--- config.mk ---
export PLATFORM = sky130hd
export DESIGN_NAME = time_frame_parser
export DESIGN_NICKNAME = d
export VERILOG_FILES = /design/src/rtl/time_frame_parser_pkg.sv /design/src/rtl/time_frame_parser_check.sv /design/src/rtl/time_frame_parser.sv
export SDC_FILE = /design/constraint.sdc
export NUM_CORES = 1
export LEC_CHECK = 0
export BUFFER_PORTS_ARGS = -buffer_cell sky130_fd_sc_hd__buf_2
export CAP_MARGIN = 30
export CORE_AREA = 2 2 128 130
export DETAILED_ROUTE_END_ITERATION = 7
export DIE_AREA = 0 0 130 132
export SYNTH_ARGS = -nofsm -noshare
export SYNTH_HDL_FRONTEND = slang
export SYNTH_SLANG_ARGS = --single-unit
--- constraint.sdc ---
create_clock -name clk -period 5.2 [get_ports clk]
set_clock_uncertainty 0.05 [all_clocks]
set_input_delay 0.78 -clock clk [delete_from_list [all_inputs] [get_ports clk]]
set_output_delay 0.78 -clock clk [all_outputs]
set_load 0.01 [all_outputs]
--- src/rtl/time_frame_parser_pkg.sv ---
// Shared definitions for the time frame parser: FSM encoding, ASCII framing
// bytes, digit count, reset date and small BCD helpers.
package time_frame_parser_pkg;

  typedef enum logic [1:0] {
    ST_IDLE     = 2'd0,
    ST_DIGITS   = 2'd1,
    ST_WAIT_EOL = 2'd2,
    ST_CHECK    = 2'd3
  } state_t;

  localparam logic [7:0] CH_DOLLAR = 8'h24;
  localparam logic [7:0] CH_CR     = 8'h0D;
  localparam logic [7:0] CH_LF     = 8'h0A;
  localparam logic [7:0] CH_ZERO   = 8'h30;

  localparam int FRAME_DIGITS = 14;

  localparam logic [15:0] RST_YEAR  = 16'h2000;
  localparam logic [7:0]  RST_MONTH = 8'h01;
  localparam logic [7:0]  RST_DAY   = 8'h01;
  localparam logic [7:0]  RST_HMS   = 8'h00;

  function automatic logic is_digit(input logic [7:0] b);
    return (b >= CH_ZERO) && (b <= (CH_ZERO + 8'd9));
  endfunction

  // Two packed BCD digits to binary, 0..99.
  function automatic logic [6:0] bcd2bin(input logic [7:0] b);
    return 7'(b[7:4]) * 7'd10 + 7'(b[3:0]);
  endfunction

endpackage

--- src/rtl/time_frame_parser_check.sv ---
// Combinational calendar validation of 14 captured BCD digits
// (YYYYMMDDhhmmss, most significant digit in the top nibble).
module bcd_date_check
  import time_frame_parser_pkg::*;
(
  input  logic [55:0] digits,
  output logic        ok
);

  logic [7:0] cen, yy, mm, dd, hh, mi, ss;
  logic [6:0] m_bin, d_bin;
  logic [4:0] dim;
  logic       leap;

  assign {cen, yy, mm, dd, hh, mi, ss} = digits;

  // Divisible by 4 from the BCD digits alone; tens parity is bit 4.
  assign leap = yy[4] ? ((yy[3:0] == 4'd2) || (yy[3:0] == 4'd6))
                      : ((yy[3:0] == 4'd0) || (yy[3:0] == 4'd4) || (yy[3:0] == 4'd8));

  always_comb begin
    m_bin = bcd2bin(mm);
    d_bin = bcd2bin(dd);
    case (m_bin)
      7'd4, 7'd6, 7'd9, 7'd11: dim = 5'd30;
      7'd2:                    dim = leap ? 5'd29 : 5'd28;
      default:                 dim = 5'd31;
    endcase
    ok = (cen == 8'h20) &&
         (m_bin >= 7'd1) && (m_bin <= 7'd12) &&
         (d_bin >= 7'd1) && (d_bin <= 7'(dim)) &&
         (bcd2bin(hh) <= 7'd23) &&
         (bcd2bin(mi) <= 7'd59) &&
         (bcd2bin(ss) <= 7'd59);
  end

endmodule

--- src/rtl/time_frame_parser.sv ---
// Parses "$YYYYMMDDhhmmss[CR]LF" frames from a UART byte stream and publishes
// the validated date/time as BCD with a one-cycle time_valid strobe.
module time_frame_parser
  import time_frame_parser_pkg::*;
#(
  parameter int TIMEOUT_CYCLES = 100_000_000
) (
  input  logic        clk,
  input  logic        reset,
  input  logic [7:0]  rx_data,
  input  logic        rx_valid,
  output logic [15:0] year_bcd,
  output logic [7:0]  month_bcd,
  output logic [7:0]  day_bcd,
  output logic [7:0]  hour_bcd,
  output logic [7:0]  minute_bcd,
  output logic [7:0]  second_bcd,
  output logic        time_valid,
  output logic        frame_err,
  output logic        busy
);

  localparam int TW = $clog2(TIMEOUT_CYCLES + 1);

  state_t        state, state_n;
  logic [3:0]    cnt, cnt_n;
  logic          cr_seen, cr_seen_n;
  logic [55:0]   sr, sr_n;
  logic [TW-1:0] tmo, tmo_n;
  logic          tv_n, fe_n;
  logic          date_ok;
  logic          tmo_last;

  bcd_date_check u_check (
    .digits (sr),
    .ok     (date_ok)
  );

  assign busy     = (state != ST_IDLE);
  assign tmo_last = (tmo == TW'(TIMEOUT_CYCLES - 1));

  always_ff @(posedge clk) begin
    if (reset) begin
      state      <= ST_IDLE;
      cnt        <= '0;
      cr_seen    <= 1'b0;
      sr         <= '0;
      tmo        <= '0;
      time_valid <= 1'b0;
      frame_err  <= 1'b0;
      year_bcd   <= RST_YEAR;
      month_bcd  <= RST_MONTH;
      day_bcd    <= RST_DAY;
      hour_bcd   <= RST_HMS;
      minute_bcd <= RST_HMS;
      second_bcd <= RST_HMS;
    end else begin
      state      <= state_n;
      cnt        <= cnt_n;
      cr_seen    <= cr_seen_n;
      sr         <= sr_n;
      tmo        <= tmo_n;
      time_valid <= tv_n;
      frame_err  <= fe_n;
      if (tv_n)
        {year_bcd, month_bcd, day_bcd, hour_bcd, minute_bcd, second_bcd} <= sr;
    end
  end

  always_comb begin
    state_n   = state;
    cnt_n     = cnt;
    cr_seen_n = cr_seen;
    sr_n      = sr;
    tmo_n     = tmo;
    tv_n      = 1'b0;
    fe_n      = 1'b0;
    case (state)
      ST_IDLE: begin
        tmo_n = '0;
        if (rx_valid && rx_data == CH_DOLLAR) begin
          state_n   = ST_DIGITS;
          cnt_n     = '0;
          cr_seen_n = 1'b0;
        end
      end
      ST_DIGITS, ST_WAIT_EOL: begin
        if (rx_valid) begin
          tmo_n = '0;
          if (rx_data == CH_DOLLAR) begin
            state_n   = ST_DIGITS;
            cnt_n     = '0;
            cr_seen_n = 1'b0;
          end else if (state == ST_DIGITS) begin
            if (is_digit(rx_data)) begin
              sr_n  = {sr[51:0], rx_data[3:0]};
              cnt_n = cnt + 4'd1;
              if (cnt == 4'(FRAME_DIGITS - 1))
                state_n = ST_WAIT_EOL;
            end else begin
              fe_n    = 1'b1;
              state_n = ST_IDLE;
            end
          end else if (rx_data == CH_CR && !cr_seen) begin
            cr_seen_n = 1'b1;
          end else if (rx_data == CH_LF) begin
            state_n = ST_CHECK;
          end else begin
            fe_n    = 1'b1;
            state_n = ST_IDLE;
          end
        end else if (tmo_last) begin
          fe_n    = 1'b1;
          state_n = ST_IDLE;
          tmo_n   = '0;
        end else begin
          tmo_n = tmo + TW'(1);
        end
      end
      ST_CHECK: begin
        // Any byte arriving here is dropped; the frame is already complete.
        tv_n    = date_ok;
        fe_n    = !date_ok;
        tmo_n   = '0;
        state_n = ST_IDLE;
      end
      default: state_n = ST_IDLE;
    endcase
  end

endmodule

### Word level (Yosys, flattened, before mapping)

Cells that the tools add are included.

* order comparisons: 9
* reduce and logical (&&, ||, !) cells: 26
* bitwise operators: 1
* eq/ne operators: 27
* $add $sub $neg: 7
* multiply operators: 5
* muxes and demuxes: 37

Operators by type and width (number)
* $mux 27: 2
* $pmux 27 s2: 1
* $add 7x4->7: 5
* $mul 4x3->6 const B: 5
* $add 27x1->27 const B: 1
* $eq 27x27->1 const B: 1
* $mux 4: 5
* $mux 2: 9
* $eq 8x4->1 const B: 2
* $eq 8x6->1 const B: 2
* $mux 1: 15
* $ne 3x3->1 const B: 5
* $reduce_and 5->1: 3
* $eq 7x3->1 const B: 2
* $eq 7x4->1 const B: 2
* $ge 7x1->1 const B: 2
* $le 7x6->1 const B: 2
* $logic_and 1x1->1: 10
* $pmux 5 s2: 1
* $eq 4x3->1 const B: 2
* $eq 4x4->1 const B: 2
* $ge 8x6->1 const B: 1
* $le 8x6->1 const B: 1
* $pmux 4 s2: 1
* other kinds (22): 30

* input bits: 11
* bits in registers: 148
* output and inout port bits: 59
* word-level logic and storage cells: 125

### Longest topological paths before layout

* word-level depth: 13
* depth in mapped cells: 17
* gate-level depth less buffers: 15

### Hierarchy

Synthesis repeated with hierarchy kept, for this count alone.

* cell total of the unflattened synthesis: 848
* area, all modules: 6932.9 um^2

Modules (own cells, without submodules)
* time_frame_parser: cells each 715, seq. area each 2962.8 um^2, area each 5693.0 um^2, instances 1
* bcd_date_check: cells each 133, seq. area each 0.0 um^2, area each 1239.9 um^2, instances 1

### Least setup slack after synthesis

Ideal clock, no wire load.

* path type: register to register
* start: register sr[37]
* end: register day_bcd[0]
* data arrival time: 3596 ps
* path buffers: 1
* setup slack: 1407 ps
* library setup time: 147 ps
* period minus slack after synthesis: 3793 ps
* required time: 5003 ps
* cell stages (with the launch flop): 17
* cells stage by stage: dfxtp_1 > ha_1 > ha_1 > fa_1 > xor2_1 > nand2_1 > nor3_1 > or2_2 > and3_1 > ha_1 > nor2b_1 > o2111ai_1 > mux2i_1 > or4_4 > clkbuf_1 > o21ai_0 > o311ai_0

* cells in the longest elaborated chain, start to end: 11
* elaborated cells between the ends (all ways): 20
* those cells by class: add/sub: 1; mul: 1; order compare: 3; eq/ne: 5; mux: 2; reduce/logical: 8

Ends and longest elaborated chain
* from (decl): line time_frame_parser.sv:28 `logic [55:0] sr, sr_n;`
* from (signal assigned): line time_frame_parser.sv:61 `sr <= sr_n;`
* $mul 4x3->6 *: line time_frame_parser_pkg.sv:30 `return 7'(b[7:4]) * 7'd10 + 7'(b[3:0]);`
* $add 7x4->7 *: line time_frame_parser_pkg.sv:30
* $eq 7x3->1 (tied with other cells): line time_frame_parser_check.sv:24 `case (m_bin)`
* $reduce_or 4->1 / $logic_and 1x1->1 (equally long branches): line time_frame_parser_check.sv:24, time_frame_parser_check.sv:29
* $pmux 5 s2 / $logic_and 1x1->1 (equally long branches): line time_frame_parser_check.sv:24, time_frame_parser_check.sv:30
* $le 7x5->1 / $logic_and 1x1->1 (equally long branches): line time_frame_parser_check.sv:31, time_frame_parser_check.sv:30
* $logic_and 1x1->1 * (2 in a row): line time_frame_parser_check.sv:31 `(d_bin >= 7'd1) && (d_bin <= 7'(dim)) &&`
* $logic_and 1x1->1 *: line time_frame_parser_check.sv:32 `(bcd2bin(hh) <= 7'd23) &&`
* $logic_and 1x1->1 *: line time_frame_parser_check.sv:33 `(bcd2bin(mi) <= 7'd59) &&`
* $mux 1 *: line time_frame_parser.sv:78 `case (state)`
* to (signal assigned): line time_frame_parser.sv:66 `{year_bcd, month_bcd, day_bcd, hour_bcd, minute_bcd, second_bcd} <= sr;`
* to (decl): line time_frame_parser.sv:14 `output logic [7:0] day_bcd,`

Every way passes the cells marked *; elsewhere a longest branch is shown, timed or not.
A chain may end at the register's enable or synchronous reset.

### Worst setup path after layout

* start: register sr[37]
* end: register second_bcd[7]

* cells in the longest elaborated chain, start to end: 11
* elaborated cells between the ends (all ways): 20
* those cells by class: add/sub: 1; mul: 1; order compare: 3; eq/ne: 5; mux: 2; reduce/logical: 8

Ends and longest elaborated chain
* $mul 4x3->6 *: line time_frame_parser_pkg.sv:30
* $add 7x4->7 *: line time_frame_parser_pkg.sv:30
* $eq 7x3->1 (tied with other cells): line time_frame_parser_check.sv:24
* $reduce_or 4->1 / $logic_and 1x1->1 (equally long branches): line time_frame_parser_check.sv:24, time_frame_parser_check.sv:29
* $pmux 5 s2 / $logic_and 1x1->1 (equally long branches): line time_frame_parser_check.sv:24, time_frame_parser_check.sv:30
* $le 7x5->1 / $logic_and 1x1->1 (equally long branches): line time_frame_parser_check.sv:31, time_frame_parser_check.sv:30
* $logic_and 1x1->1 * (2 in a row): line time_frame_parser_check.sv:31
* $logic_and 1x1->1 *: line time_frame_parser_check.sv:32
* $logic_and 1x1->1 *: line time_frame_parser_check.sv:33
* $mux 1 *: line time_frame_parser.sv:78
* to (signal assigned): line time_frame_parser.sv:66
* to (decl): line time_frame_parser.sv:17 `output logic [7:0] second_bcd,`

Marked as above.

==> results.tsv <==
stage	metric	value	unit
power	vdd_drop_max	233	uV
sta	setup_tns	0	ps
routing	drtPass1Iterations	5	
clocking	numCtsBuffers	17	
layout	multiInputGateArea	3770	sq um
yosys	ys.warnings.count	0	
yosys	netlist_area	6960	sq um
floorplanning	ios	70	
placement	hpwl	10.8	mm
yosys	ys_ff_latch	148	
yosys	synth_edf_count	0	
routing	vias	5898	
grt	use_met2	31.1	%
clocking	cts_sinks	148	
setup_path	worst-r2r-setup-slack	980	ps
sta	hold_viol	0	
yosys	synth_top_area_share	42.6	%
sta	final-setup-viol-count	0	
floorplanning	coreArea	15700	sq um
yosys	synth.distinct_cells	52	
status	status	completed	
clocking	clk_pin_slew	60	ps
routing	wl	16.4	mm
routing	drt_iter0_markers	423	
clocking	cts-htree-levels	4	
grt	antenna_found_initial	0	
placement	routabilityCongestion	0.799	
placement	dpl_cell_area	7470	sq um
grt	gr-max-usage-layer	met2	
setup_path	rr_worst_depth	15	
power	power_density	316	nW/um^2
setup_path	cp_max_fo	50	
sta	slew_headroom	33.3	%
routing	drc	0	
grt	grt_max_degree	65	
setup_path	worstSetupStartpointType	flop	
yosys	synth_area_leaders	dfxtp_1, a21oi_1, nand2_1	
setup_path	crit_end	second_bcd[7]	
grt	use_met3	3.61	%
grt	track_usage	20.0	%
layout	nets	944	
sta	fin_crit_sh	81.2	%
setup_path	worstReg2RegEnd	second_bcd[7]	
yosys	synth.avg_cell_area	8.30	sq um
floorplanning	die_w	130	um
clocking	post_cts_resized	0	
floorplanning	row_count	46	
clocking	cts-root-buf	clkbuf_16	
grt	grt_pass1_wl	27.4	mm
grt	grt_remaining_overflow	0	
sta	fmax	237	MHz
layout	antenna_cells	0	
sta	fin_crit	4220	ps
layout	instances_no_fill	1112	
clocking	cts_hold_buf	0	
routing	routedWlPerCell	14.8	um
floorplanning	dieHeight	132	um
floorplanning	fp.dieArea	17200	sq um
yosys	yosysTopAreaCell	dfxtp_1	
yosys	synth_cells	839	
setup_path	crit_type	flop to flop	
routing	antenna_left	0	
placement	dp.cells	1080	
min_path	min_path_type	flop to flop	
routing	avgViaCountPerCell	5.30	
layout	layout-drive-gt1-share	13.2	%
layout	seqCellArea	2960	sq um
setup_path	r2r_start	sr[37]	
setup_path	cp.required	5440	ps
grt	grt_pass1_vias	5423	
layout	fillers	1516	
yosys	ys_seq_area_share	42.6	%
flow_run	drv_cap	0	
setup_path	endpoint_kind	flop	
yosys	syn_nets	900	
yosys	synth_commonest_cells	dfxtp_1, nand2_1, a21oi_1	
layout	areaGrowthSynthToFinish	16.4	%
clocking	cts_tree	built	
grt	gr-usage-met1	28.1	%
sta	worst_pin_slew	1000	ps
placement	port_buffers	69	
yosys	yosys_most_used_dff	dfxtp_1	
power	p_leak	3.23	nW
clocking	clkLatencyLatePin	430	ps
layout	stdcell_area	8110	sq um
sta	rsz0062_at_grt	false	
yosys	synth_most_common_cell	dfxtp_1	
setup_path	cp-startpoint	sr[37]	
yosys	async_flop_share	0	%
setup_path	cp_data_arrival_time	4470	ps
sta	slew_violations	0	
floorplanning	initial_core_util	44.3	%
clocking	cts_setup_buffers	0	
clocking	clockBufferDepth	2	
-- worst min-delay path by stage --
stage | start | endpoint | slack [ps] | cells past startpoint
2_1_floorplan | tmo[0] | tmo[0] | 370 | 1
3_3_place_gp | year_bcd[13] | year_bcd[13] | 370 | 1
3_5_place_dp | year_bcd[13] | year_bcd[13] | 380 | 1
4_1_cts | year_bcd[13] | year_bcd[13] | 400 | 1
5_1_grt | year_bcd[13] | year_bcd[13] | 420 | 1
6_report | year_bcd[13] | year_bcd[13] | 400 | 1
-- sequential cells by signal, indices dropped and copies added, names as in the netlist --
name	count
tmo	27
hour_bcd	8
day_bcd	8
year_bcd	16
state	2
second_bcd	8
month_bcd	8
time_valid	1
cnt	4
cr_seen	1
minute_bcd	8
frame_err	1
sr	56
-- stage by stage --
step / hold WS [ps] / setup slack, ps / utilization, % / power, W
final: 396 / 976 / 51.6 / 0.00256
after global routing: 425 / 621 / 51.6 / 0.00264
after floorplan: 368 / 1410 / - / 0.00123
after CTS: 399 / 946 / 51.6 / 0.00259
after detailed placement: 379 / 969 / 47.6 / 0.00127
after global placement: 373 / 1050 / 47.4 / 0.00127
-- cell type report --
class,instances,area share [%]
multi-input cells,628,46.5
flip-flops and latches,148,36.6
clock buffers,18,5.29
repair buffers,77,5.28
well taps,216,3.33
clock inverters,14,2.50
inverters,11,0.509
-- power breakdown --
group / switching (W) / internal, W / leakage, nW
registers: 0.00000410 / 0.00114 / 1.19
clock network: 0.000506 / 0.000810 / 0.305
logic: 0.0000687 / 0.0000324 / 1.74
-- routing by layer --
metal,vias to the layer above,wire [um]
met4,0,224
met2,99,7450
met3,15,536
met5,-,0
li1,3025,-
met1,2759,8230
-- layout by cell type, fill, tap and decap left out, types with 5 or more instances in the layout --
cell / count
a211oi_1: 5
a21oi_1: 118
and3_1: 18
buf_2: 68
buf_4: 8
clkbuf_16: 17
clkinv_4: 5
dfxtp_1: 148
fa_1: 10
ha_1: 39
inv_1: 11
nand2_1: 138
nand3_1: 61
nand4_1: 6
nor2_1: 41
nor2b_1: 5
nor3_1: 13
o21ai_0: 66
or3_1: 7
xnor2_1: 12
xor2_1: 28
-- worst max-delay path, stage by stage (launching register included) --
cell and delay (ps):
dfxtp_1 490, ha_1 290, ha_1 210, fa_1 370, xor2_1 170, nand2_1 90, nor3_1 50, or2_2 300
and3_1 170, ha_1 280, nor2b_1 130, o2111ai_1 160, mux2i_1 140, or4_4 790, o21ai_0 280, a21oi_1 80
-- cell families (layout without fill, tap and decap cells) --
family,Yosys count,in the layout,share of synthesized area [%]
flops,148,148,42.6
xor+xnor,40,40,5.03
compound gates,216,216,16.9
simple gates,321,321,21.8
fa+ha+maj,50,50,10.1
mux,1,1,0.144
buf+inv,63,120,3.49
Note: power is estimated with default switching activity, not from simulation.
